==> config.mk <==
export PLATFORM = sky130hd
export DESIGN_NAME = spi_slave_regs_flat
export DESIGN_NICKNAME = d
export VERILOG_FILES = /design/src/rtl/spi_slave_regs_if.sv /design/src/rtl/spi_slave_regs.sv /design/src/flat_wrapper.sv
export SDC_FILE = /design/constraint.sdc
export NUM_CORES = 1
export LEC_CHECK = 0
export ABC_CLOCK_PERIOD_IN_PS = 3200
export CAP_MARGIN = 0
export CORE_ASPECT_RATIO = 2
export CORE_UTILIZATION = 38
export CTS_BUF_LIST = sky130_fd_sc_hd__clkbuf_4 sky130_fd_sc_hd__clkbuf_8
export DETAILED_ROUTE_END_ITERATION = 6
export PLACE_DENSITY = 0.59
export SETUP_SLACK_MARGIN = 0.1
export SYNTH_ARGS = -nofsm -noshare
export SYNTH_HDL_FRONTEND = slang
export SYNTH_SLANG_ARGS = --single-unit
export TNS_END_PERCENT = 100
==> constraint.sdc <==
create_clock -name HCLK -period 3.2 [get_ports HCLK]
set_clock_uncertainty 0.2 [all_clocks]
set_input_delay 0.64 -clock HCLK [delete_from_list [all_inputs] [get_ports HCLK]]
set_output_delay 0.64 -clock HCLK [all_outputs]
set_load 0.02 [all_outputs]
==> src/rtl/spi_slave_regs_if.sv <==
// SPI pins and register-write side-band of spi_slave_regs, bundled for port hookup.
interface spi_slave_regs_if;
  logic       SCLK;
  logic       CS;
  logic       MOSI;
  logic       MISO;
  logic [7:0] STATUS;
  logic       REG_WE;
  logic [2:0] REG_ADDR;
  logic [7:0] REG_WDATA;
  logic       FRAME_DONE;

  modport slave (
    input  SCLK, CS, MOSI, STATUS,
    output MISO, REG_WE, REG_ADDR, REG_WDATA, FRAME_DONE
  );

  modport master (
    output SCLK, CS, MOSI, STATUS,
    input  MISO, REG_WE, REG_ADDR, REG_WDATA, FRAME_DONE
  );
endinterface

==> src/rtl/spi_slave_regs.sv <==
// Mode-0 SPI slave with an 8-entry register file, oversampled entirely in the HCLK domain.
// Frame: command byte {R/W, 4'bx, addr[2:0]} followed by auto-incrementing data bytes.
module spi_slave_regs #(
  parameter logic [7:0]  ID_VALUE    = 8'hA5,
  parameter int unsigned SYNC_STAGES = 2
) (
  input  logic            HCLK,
  input  logic            HRESET,
  spi_slave_regs_if.slave bus
);

  typedef enum logic [1:0] {IDLE, CMD, DATA} state_e;

  logic [SYNC_STAGES-1:0] sclk_sync_q, sclk_sync_d;
  logic [SYNC_STAGES-1:0] cs_sync_q, cs_sync_d;
  logic [SYNC_STAGES-1:0] mosi_sync_q, mosi_sync_d;
  logic                   sclk_prev_q, sclk_prev_d;
  logic                   cs_prev_q, cs_prev_d;

  state_e     state_q, state_d;
  logic [2:0] bit_cnt_q, bit_cnt_d;
  logic [7:0] rx_q, rx_d;
  logic [7:0] tx_q, tx_d;
  logic       miso_q, miso_d;
  logic [2:0] addr_q, addr_d;
  logic       read_q, read_d;
  logic [7:0] regs_q [2:7];
  logic [7:0] regs_d [2:7];
  logic       reg_we_q, reg_we_d;
  logic [2:0] reg_addr_q, reg_addr_d;
  logic [7:0] reg_wdata_q, reg_wdata_d;
  logic       frame_done_q, frame_done_d;

  logic       sclk_s, cs_s, mosi_s;
  logic       sclk_rise, sclk_fall, cs_rise, cs_fall;
  logic [7:0] rx_next;
  logic [2:0] rd_addr;
  logic [7:0] rd_data;

  always_comb begin
    sclk_sync_d = {sclk_sync_q[SYNC_STAGES-2:0], bus.SCLK};
    cs_sync_d   = {cs_sync_q[SYNC_STAGES-2:0], bus.CS};
    mosi_sync_d = {mosi_sync_q[SYNC_STAGES-2:0], bus.MOSI};
    sclk_s      = sclk_sync_q[SYNC_STAGES-1];
    cs_s        = cs_sync_q[SYNC_STAGES-1];
    mosi_s      = mosi_sync_q[SYNC_STAGES-1];
    sclk_prev_d = sclk_s;
    cs_prev_d   = cs_s;
    sclk_rise   = sclk_s & ~sclk_prev_q;
    sclk_fall   = ~sclk_s & sclk_prev_q;
    cs_rise     = cs_s & ~cs_prev_q;
    cs_fall     = ~cs_s & cs_prev_q;
    rx_next     = {rx_q[6:0], mosi_s};
  end

  // Read mux: command completion loads the start address, data-byte completion the next one.
  always_comb begin
    rd_addr = (state_q == CMD) ? rx_next[2:0] : addr_q + 3'd1;
    rd_data = '0;
    case (rd_addr)
      3'd0:    rd_data = ID_VALUE;
      3'd1:    rd_data = bus.STATUS;
      default: rd_data = regs_q[rd_addr];
    endcase
  end

  always_comb begin
    state_d      = state_q;
    bit_cnt_d    = bit_cnt_q;
    rx_d         = rx_q;
    tx_d         = tx_q;
    miso_d       = miso_q;
    addr_d       = addr_q;
    read_d       = read_q;
    regs_d       = regs_q;
    reg_we_d     = 1'b0;
    reg_addr_d   = reg_addr_q;
    reg_wdata_d  = reg_wdata_q;
    frame_done_d = 1'b0;

    // CS edges take priority over any SCLK edge seen in the same cycle.
    if (cs_rise) begin
      state_d      = IDLE;
      miso_d       = 1'b0;
      frame_done_d = (state_q != IDLE);
    end else if (cs_fall) begin
      state_d   = CMD;
      bit_cnt_d = '0;
      rx_d      = '0;
      tx_d      = '0;
      miso_d    = 1'b0;
    end else if ((state_q != IDLE) && !cs_s) begin
      if (sclk_rise) begin
        rx_d      = rx_next;
        bit_cnt_d = bit_cnt_q + 3'd1;
        if (bit_cnt_q == 3'd7) begin
          if (state_q == CMD) begin
            state_d = DATA;
            read_d  = rx_next[7];
            addr_d  = rx_next[2:0];
            tx_d    = rx_next[7] ? rd_data : '0;
          end else begin
            if (read_q) begin
              tx_d = rd_data;
            end else if (addr_q >= 3'd2) begin
              regs_d[addr_q] = rx_next;
              reg_we_d       = 1'b1;
              reg_addr_d     = addr_q;
              reg_wdata_d    = rx_next;
            end
            addr_d = addr_q + 3'd1;
          end
        end
      end else if (sclk_fall) begin
        miso_d = tx_q[7];
        tx_d   = {tx_q[6:0], 1'b0};
      end
    end
  end

  always_ff @(posedge HCLK) begin
    if (HRESET) begin
      sclk_sync_q  <= '0;
      cs_sync_q    <= '1;
      mosi_sync_q  <= '0;
      sclk_prev_q  <= 1'b0;
      cs_prev_q    <= 1'b1;
      state_q      <= IDLE;
      bit_cnt_q    <= '0;
      rx_q         <= '0;
      tx_q         <= '0;
      miso_q       <= 1'b0;
      addr_q       <= '0;
      read_q       <= 1'b0;
      regs_q       <= '{default: '0};
      reg_we_q     <= 1'b0;
      reg_addr_q   <= '0;
      reg_wdata_q  <= '0;
      frame_done_q <= 1'b0;
    end else begin
      sclk_sync_q  <= sclk_sync_d;
      cs_sync_q    <= cs_sync_d;
      mosi_sync_q  <= mosi_sync_d;
      sclk_prev_q  <= sclk_prev_d;
      cs_prev_q    <= cs_prev_d;
      state_q      <= state_d;
      bit_cnt_q    <= bit_cnt_d;
      rx_q         <= rx_d;
      tx_q         <= tx_d;
      miso_q       <= miso_d;
      addr_q       <= addr_d;
      read_q       <= read_d;
      regs_q       <= regs_d;
      reg_we_q     <= reg_we_d;
      reg_addr_q   <= reg_addr_d;
      reg_wdata_q  <= reg_wdata_d;
      frame_done_q <= frame_done_d;
    end
  end

  assign bus.MISO       = miso_q;
  assign bus.REG_WE     = reg_we_q;
  assign bus.REG_ADDR   = reg_addr_q;
  assign bus.REG_WDATA  = reg_wdata_q;
  assign bus.FRAME_DONE = frame_done_q;

endmodule

==> src/flat_wrapper.sv <==
// flat-port wrapper written by rule: the top's interface ports become plain ports
module spi_slave_regs_flat 
#(
  parameter logic [7:0]  ID_VALUE    = 8'hA5,
  parameter int unsigned SYNC_STAGES = 2
)
  (HCLK, HRESET, bus_SCLK, bus_CS, bus_MOSI, bus_STATUS, bus_MISO, bus_REG_WE, bus_REG_ADDR, bus_REG_WDATA, bus_FRAME_DONE);
  spi_slave_regs_if bus_i ();
  input  logic HCLK;
  input  logic HRESET;
  input wire logic [$bits(bus_i.SCLK)-1:0] bus_SCLK;
  input wire logic [$bits(bus_i.CS)-1:0] bus_CS;
  input wire logic [$bits(bus_i.MOSI)-1:0] bus_MOSI;
  input wire logic [$bits(bus_i.STATUS)-1:0] bus_STATUS;
  output wire logic [$bits(bus_i.MISO)-1:0] bus_MISO;
  output wire logic [$bits(bus_i.REG_WE)-1:0] bus_REG_WE;
  output wire logic [$bits(bus_i.REG_ADDR)-1:0] bus_REG_ADDR;
  output wire logic [$bits(bus_i.REG_WDATA)-1:0] bus_REG_WDATA;
  output wire logic [$bits(bus_i.FRAME_DONE)-1:0] bus_FRAME_DONE;
  assign bus_i.SCLK = bus_SCLK;
  assign bus_i.CS = bus_CS;
  assign bus_i.MOSI = bus_MOSI;
  assign bus_i.STATUS = bus_STATUS;
  assign bus_MISO = bus_i.MISO;
  assign bus_REG_WE = bus_i.REG_WE;
  assign bus_REG_ADDR = bus_i.REG_ADDR;
  assign bus_REG_WDATA = bus_i.REG_WDATA;
  assign bus_FRAME_DONE = bus_i.FRAME_DONE;
  spi_slave_regs #(.ID_VALUE(ID_VALUE), .SYNC_STAGES(SYNC_STAGES)) u_core (.HCLK(HCLK), .HRESET(HRESET), .bus(bus_i));
endmodule
After elaboration in Yosys (flattened, before gate mapping) --
Index checks and enable logic that the tools add are counted.
Cells by class: mux-type cells 28, eq/ne operators 5, bitwise logic cells 17, add/sub/neg operators 2, reductions and logical operators 22, magnitude comparators 4
Operators by type and width (number):
- $mux 8 | 11
- $bwmux 48 | 1
- $bmux 8 s3 | 1
- $demux 8 s3 | 1
- $mux 7 | 3
- $pmux 8 s2 | 1
- $mux 3 | 4
- $not 1->1 | 11
- $reduce_and 5->1 | 2
- $reduce_bool 2->1 | 5
- $ge 4x4->1 const B | 2
- $not 3->4 | 2
- $reduce_and 4->1 | 2
- $reduce_and 8->1 | 1
- $reduce_or 8->1 | 1
- $add 3x1->3 const B | 2
- $mux 1 | 6
- $reduce_and 3->1 | 2
- $reduce_and 6->1 | 1
- $and 1x1->1 | 4
- $lt 4x1->1 const B | 1
- $ne 4x3->1 const B | 1
- $reduce_or 2->1 | 2
- $eq 3x1->1 const B | 1
- other kinds (9) | 10
Word-level totals: flip-flop bits (word level) 94, input bits 13, logic and storage cells 101

Depth between registers and ports, before layout --
word-level depth 13, depth in mapped cells 8

Least setup slack after synthesis --
OpenSTA, ideal clock, no wires.
path type register to register, start register u_core.cs_sync_q[1], end register u_core.regs_q[34] (netlist name), data arrival time 1923 ps, required time 2879 ps, cell stages (with the launch flop) 9, slack 957 ps, path buffers 2, path through dfxtp_1 inv_1 ha_1 clkbuf_1 nor4_4 nand3_2 or3_1 buf_4 mux2i_1
Between the ends: word-level cells in the longest chain between the ends 4, elaborated cells between the ends (all ways) 8
RTL lines:
- start, declared | line spi_slave_regs.sv:15 | logic [SYNC_STAGES-1:0] cs_sync_q, cs_sync_d;
- start signal, assigned | line spi_slave_regs.sv:142 | cs_sync_q <= cs_sync_d;
- $not 1->1 | line spi_slave_regs.sv:52 | cs_fall = ~cs_s & cs_prev_q;
- $and 1x1->1 | line spi_slave_regs.sv:52
- via u_core.cs_fall | line spi_slave_regs.sv:35 | logic sclk_rise, sclk_fall, cs_rise, cs_fall;
- $not 1->1 (no source line)
- $reduce_and 8->1 (no source line)
- end signal, assigned | line spi_slave_regs.sv:153 | regs_q <= regs_d;
- end, declared | line spi_slave_regs.sv:27 | logic [7:0] regs_q [2:7];
The timed path passes the listed nets, and every way through them passes these cells. A chain may end at the register's enable or synchronous reset.

Final worst setup path --
start register u_core.state_q[1], end register u_core.regs_q[36] (netlist name)
Between the ends: word-level cells in the longest chain between the ends 3, elaborated cells between the ends (all ways) 5
RTL lines:
- start, declared | line spi_slave_regs.sv:20 | state_e state_q, state_d;
- start signal, assigned | line spi_slave_regs.sv:146 | state_q <= state_d;
- $eq 2x1->1 / $reduce_bool 2->1 (equally long branches) | line spi_slave_regs.sv:97, spi_slave_regs.sv:92
- $not 1->1 (no source line) / $logic_and 1x1->1 (equally long branches)
- $reduce_and 8->1 (no source line) *
Mark *: on every way between the ends. The rest lies on a longest branch, timed or not.

==> impl_metrics.tcl <==
set metrics [dict create \
    yosys.area.top_type "dfxtp_1" \
    min_period_ns 2.45 \
    cts_buffers 9 \
    status "complete, no violations" \
    portBuffers 26 \
    cts_buffer_depth 2 \
    grt_overflow_total 0 \
    arrival_ns 2.48 \
    via_count 3511 \
    reg2reg_from "u_core.state_q[1]$_SDFFE_PP0P_" \
    wl_per_cell_microns 18.1 \
    synth_most_common_cell "dfxtp_1" \
    initial_core_util_pct 39.3 \
    routed_wl_microns 11500 \
    criticalPathCategory "register to register" \
    cts_tree "done" \
    dr.pass1.iters 4 \
    cpPeakStageDelay_ns 0.58 \
    ys_types 53 \
    grt_pass1_vias 3545 \
    crit_start "u_core.state_q[1]$_SDFFE_PP0P_" \
    dieArea_sq_um 12200 \
    p_per_area_nw_per_um2 428 \
    setup_viol 0 \
    r2r_end "u_core.regs_q[36]$_SDFFE_PP0P_" \
    drc_errors 0 \
    timing.final.crit_share_pct 76.5 \
    synth.area.top_cells "dfxtp_1 (42%), mux2i_1 (12%), nand2b_1 (5.3%)" \
    hold_viol 0 \
    syn_nets 492 \
    hpwl_microns 8400 \
    clk_latency_ns 0.37 \
    drive_gt1_share_pct 12.5 \
    cp.depth 5 \
    cp_cell_sequence "o21ba_2 > and3_1 > nand3_2 > or3_1 > mux2i_1" \
    whs_path_depth 1 \
    grtUsageTotal_pct 20.2 \
    die_y_microns 155 \
    ir_worst_vdd_mv 0.354 \
    core_sq_um 11400 \
    synthFlopType "dfxtp_1" \
    cp_slowest_cell "or3_1" \
    cts-resized-gates 0 \
    cts_num_sinks 94 \
    post-place-cells 623 \
    timing.fmax_mhz 409 \
    antenna_left 0 \
    clk_pin_slew_ns 0.08 \
    worst_pin_slew_ns 0.636 \
    grt_max_degree 51 \
    cap_violations 0 \
    grt_pass1_wl_microns 18600 \
    synth.top_cell.area_share_pct 42.2 \
    required_ns 3.24 \
    num_rows 55 \
    htree_levels 3 \
    r2r_slack_ns 0.75 \
    die_w_microns 78.6 \
    fin_cells 639 \
    netlist_top_cells_count "dfxtp_1 (94), mux2i_1 (54), nand2b_1 (38)" \
    fin_nets 511 \
    fin_util_pct 45.0 \
    cts.hold.buffers_added 0 \
    crit_fanout 11 \
    ys_warn_count 0 \
    syn_area_sq_um 4460 \
    place_congestion 0.910 \
    insertedDiodeCount 0 \
    rr_worst_depth 5 \
    synth_edf_count 0 \
    syn_inst 473 \
    viasPerCell 5.49 \
    path_buf_inv 0 \
    crit_end "u_core.regs_q[36]$_SDFFE_PP0P_" \
    drt_iter0_drc 208 \
    hold_path_class "register to register" \
    startpoint_type "register" \
    yosysSeqAreaShare_pct 42.2 \
    num_io_pins 27 \
    synth_area_per_cell_sq_um 9.44 \
    cts-root-buf "clkbuf_8" \
    post_cts_buffers 0 \
    critPathCaptureType "register" \
    setup_tns_ns 0 \
    finalMaxSlewViolations 0 \
    layout-area-overhead-vs-synth_pct 14.6 \
    postSynth.asyncResetShare_pct 0 \
    maxSlewHeadroom_pct 57.5 \
    synth_seq_cells 94 \
    antenna_found_initial 0 \
    rsz0062_at_grt "false" \
    cellLeakagePower_uw 0.00203 \
    path_delay_family "simple AND/OR/NAND/NOR gates" \
]
## per-stage QoR
stage	setup slack [ns]	hold slack [ns]	power (uW)	area, sq um
2_1_floorplan	0.957	0.189	1290	4460
3_3_place_gp	0.794	0.219	1330	4890
3_5_place_dp	0.754	0.212	1340	4890
4_1_cts	0.741	0.232	2210	5110
5_1_grt	0.584	0.252	2280	5110
6_report	0.753	0.234	2190	5110
## where the power goes
part           internal [uW]  total [uW]  switching, uW
registers               1170        1180           5.25
logic                   57.3         128           70.9
clock network            477         881            404
## area by class of cell
cell class	instances	area, sq um
clock buffer	12	153
tap	142	178
inverter	22	82.6
sequential	94	1880
fill	1112	6240
multi-input combinational	322	2350
timing repair buffer	43	395
clock inverter	4	70.1
## state kept, by name, indices dropped and copies added (netlist names)
register               count
u_core.regs_q             48
u_core.bus.REG_WDATA       8
u_core.tx_q                8
u_core.rx_q                7
u_core.addr_q              3
u_core.bit_cnt_q           3
u_core.bus.REG_ADDR        3
u_core.cs_sync_q           2
u_core.mosi_sync_q         2
u_core.sclk_sync_q         2
u_core.state_q             2
u_core.bus.FRAME_DONE      1
u_core.bus.MISO            1
u_core.bus.REG_WE          1
u_core.cs_prev_q           1
u_core.read_q              1
u_core.sclk_prev_q         1
## cell usage in the layout, fill, tap and decap left out, types with 10 or more instances in the layout
| cell | n |
|---|---|
| mux2i_1 | 54 |
| inv_1 | 22 |
| o21ai_0 | 24 |
| clkdlybuf4s50_1 | 25 |
| a21oi_1 | 31 |
| nor2_1 | 32 |
| buf_4 | 16 |
| dfxtp_1 | 94 |
| clkbuf_8 | 10 |
| nand2_1 | 10 |
| nand2b_1 | 38 |
## kinds of logic after synthesis
| kind of cell | share of synthesized area (%) |
|---|---|
| fa+ha+maj | 1.68 |
| xor+xnor | 0.196 |
| compound gates | 15.7 |
| flops | 42.2 |
| mux | 15.9 |
| buf+inv | 5.27 |
| simple gates | 19.1 |
## worst reg2reg max path, stage by stage, from the launching register on
cell	delay (ns)
dfxtp_1	0.56
o21ba_2	0.26
and3_1	0.30
nand3_2	0.22
or3_1	0.58
mux2i_1	0.20
## worst min-delay path by stage
stage	endpoint	slack (ns)	startpoint
4_1_cts	u_core.cs_sync_q[1]$_SDFF_PP1_	0.23	u_core.cs_sync_q[0]$_SDFF_PP1_
6_report	u_core.cs_sync_q[1]$_SDFF_PP1_	0.23	u_core.cs_sync_q[0]$_SDFF_PP1_
3_5_place_dp	u_core.cs_sync_q[1]$_SDFF_PP1_	0.21	u_core.cs_sync_q[0]$_SDFF_PP1_
5_1_grt	u_core.cs_sync_q[1]$_SDFF_PP1_	0.25	u_core.cs_sync_q[0]$_SDFF_PP1_
3_3_place_gp	u_core.cs_sync_q[1]$_SDFF_PP1_	0.22	u_core.cs_sync_q[0]$_SDFF_PP1_
2_1_floorplan	u_core.cs_sync_q[1]$_SDFF_PP1_	0.19	u_core.cs_sync_q[0]$_SDFF_PP1_
## routing by layer
| metal | track usage (%) | share of wire [%] |
|---|---|---|
| met5 | 0 | 0 |
| met4 | 11.7 | 4.5 |
| met3 | 3.28 | 3.4 |
| met2 | 35.9 | 53 |
| met1 | 22.1 | 39 |
(Power assumes the default switching activity.)
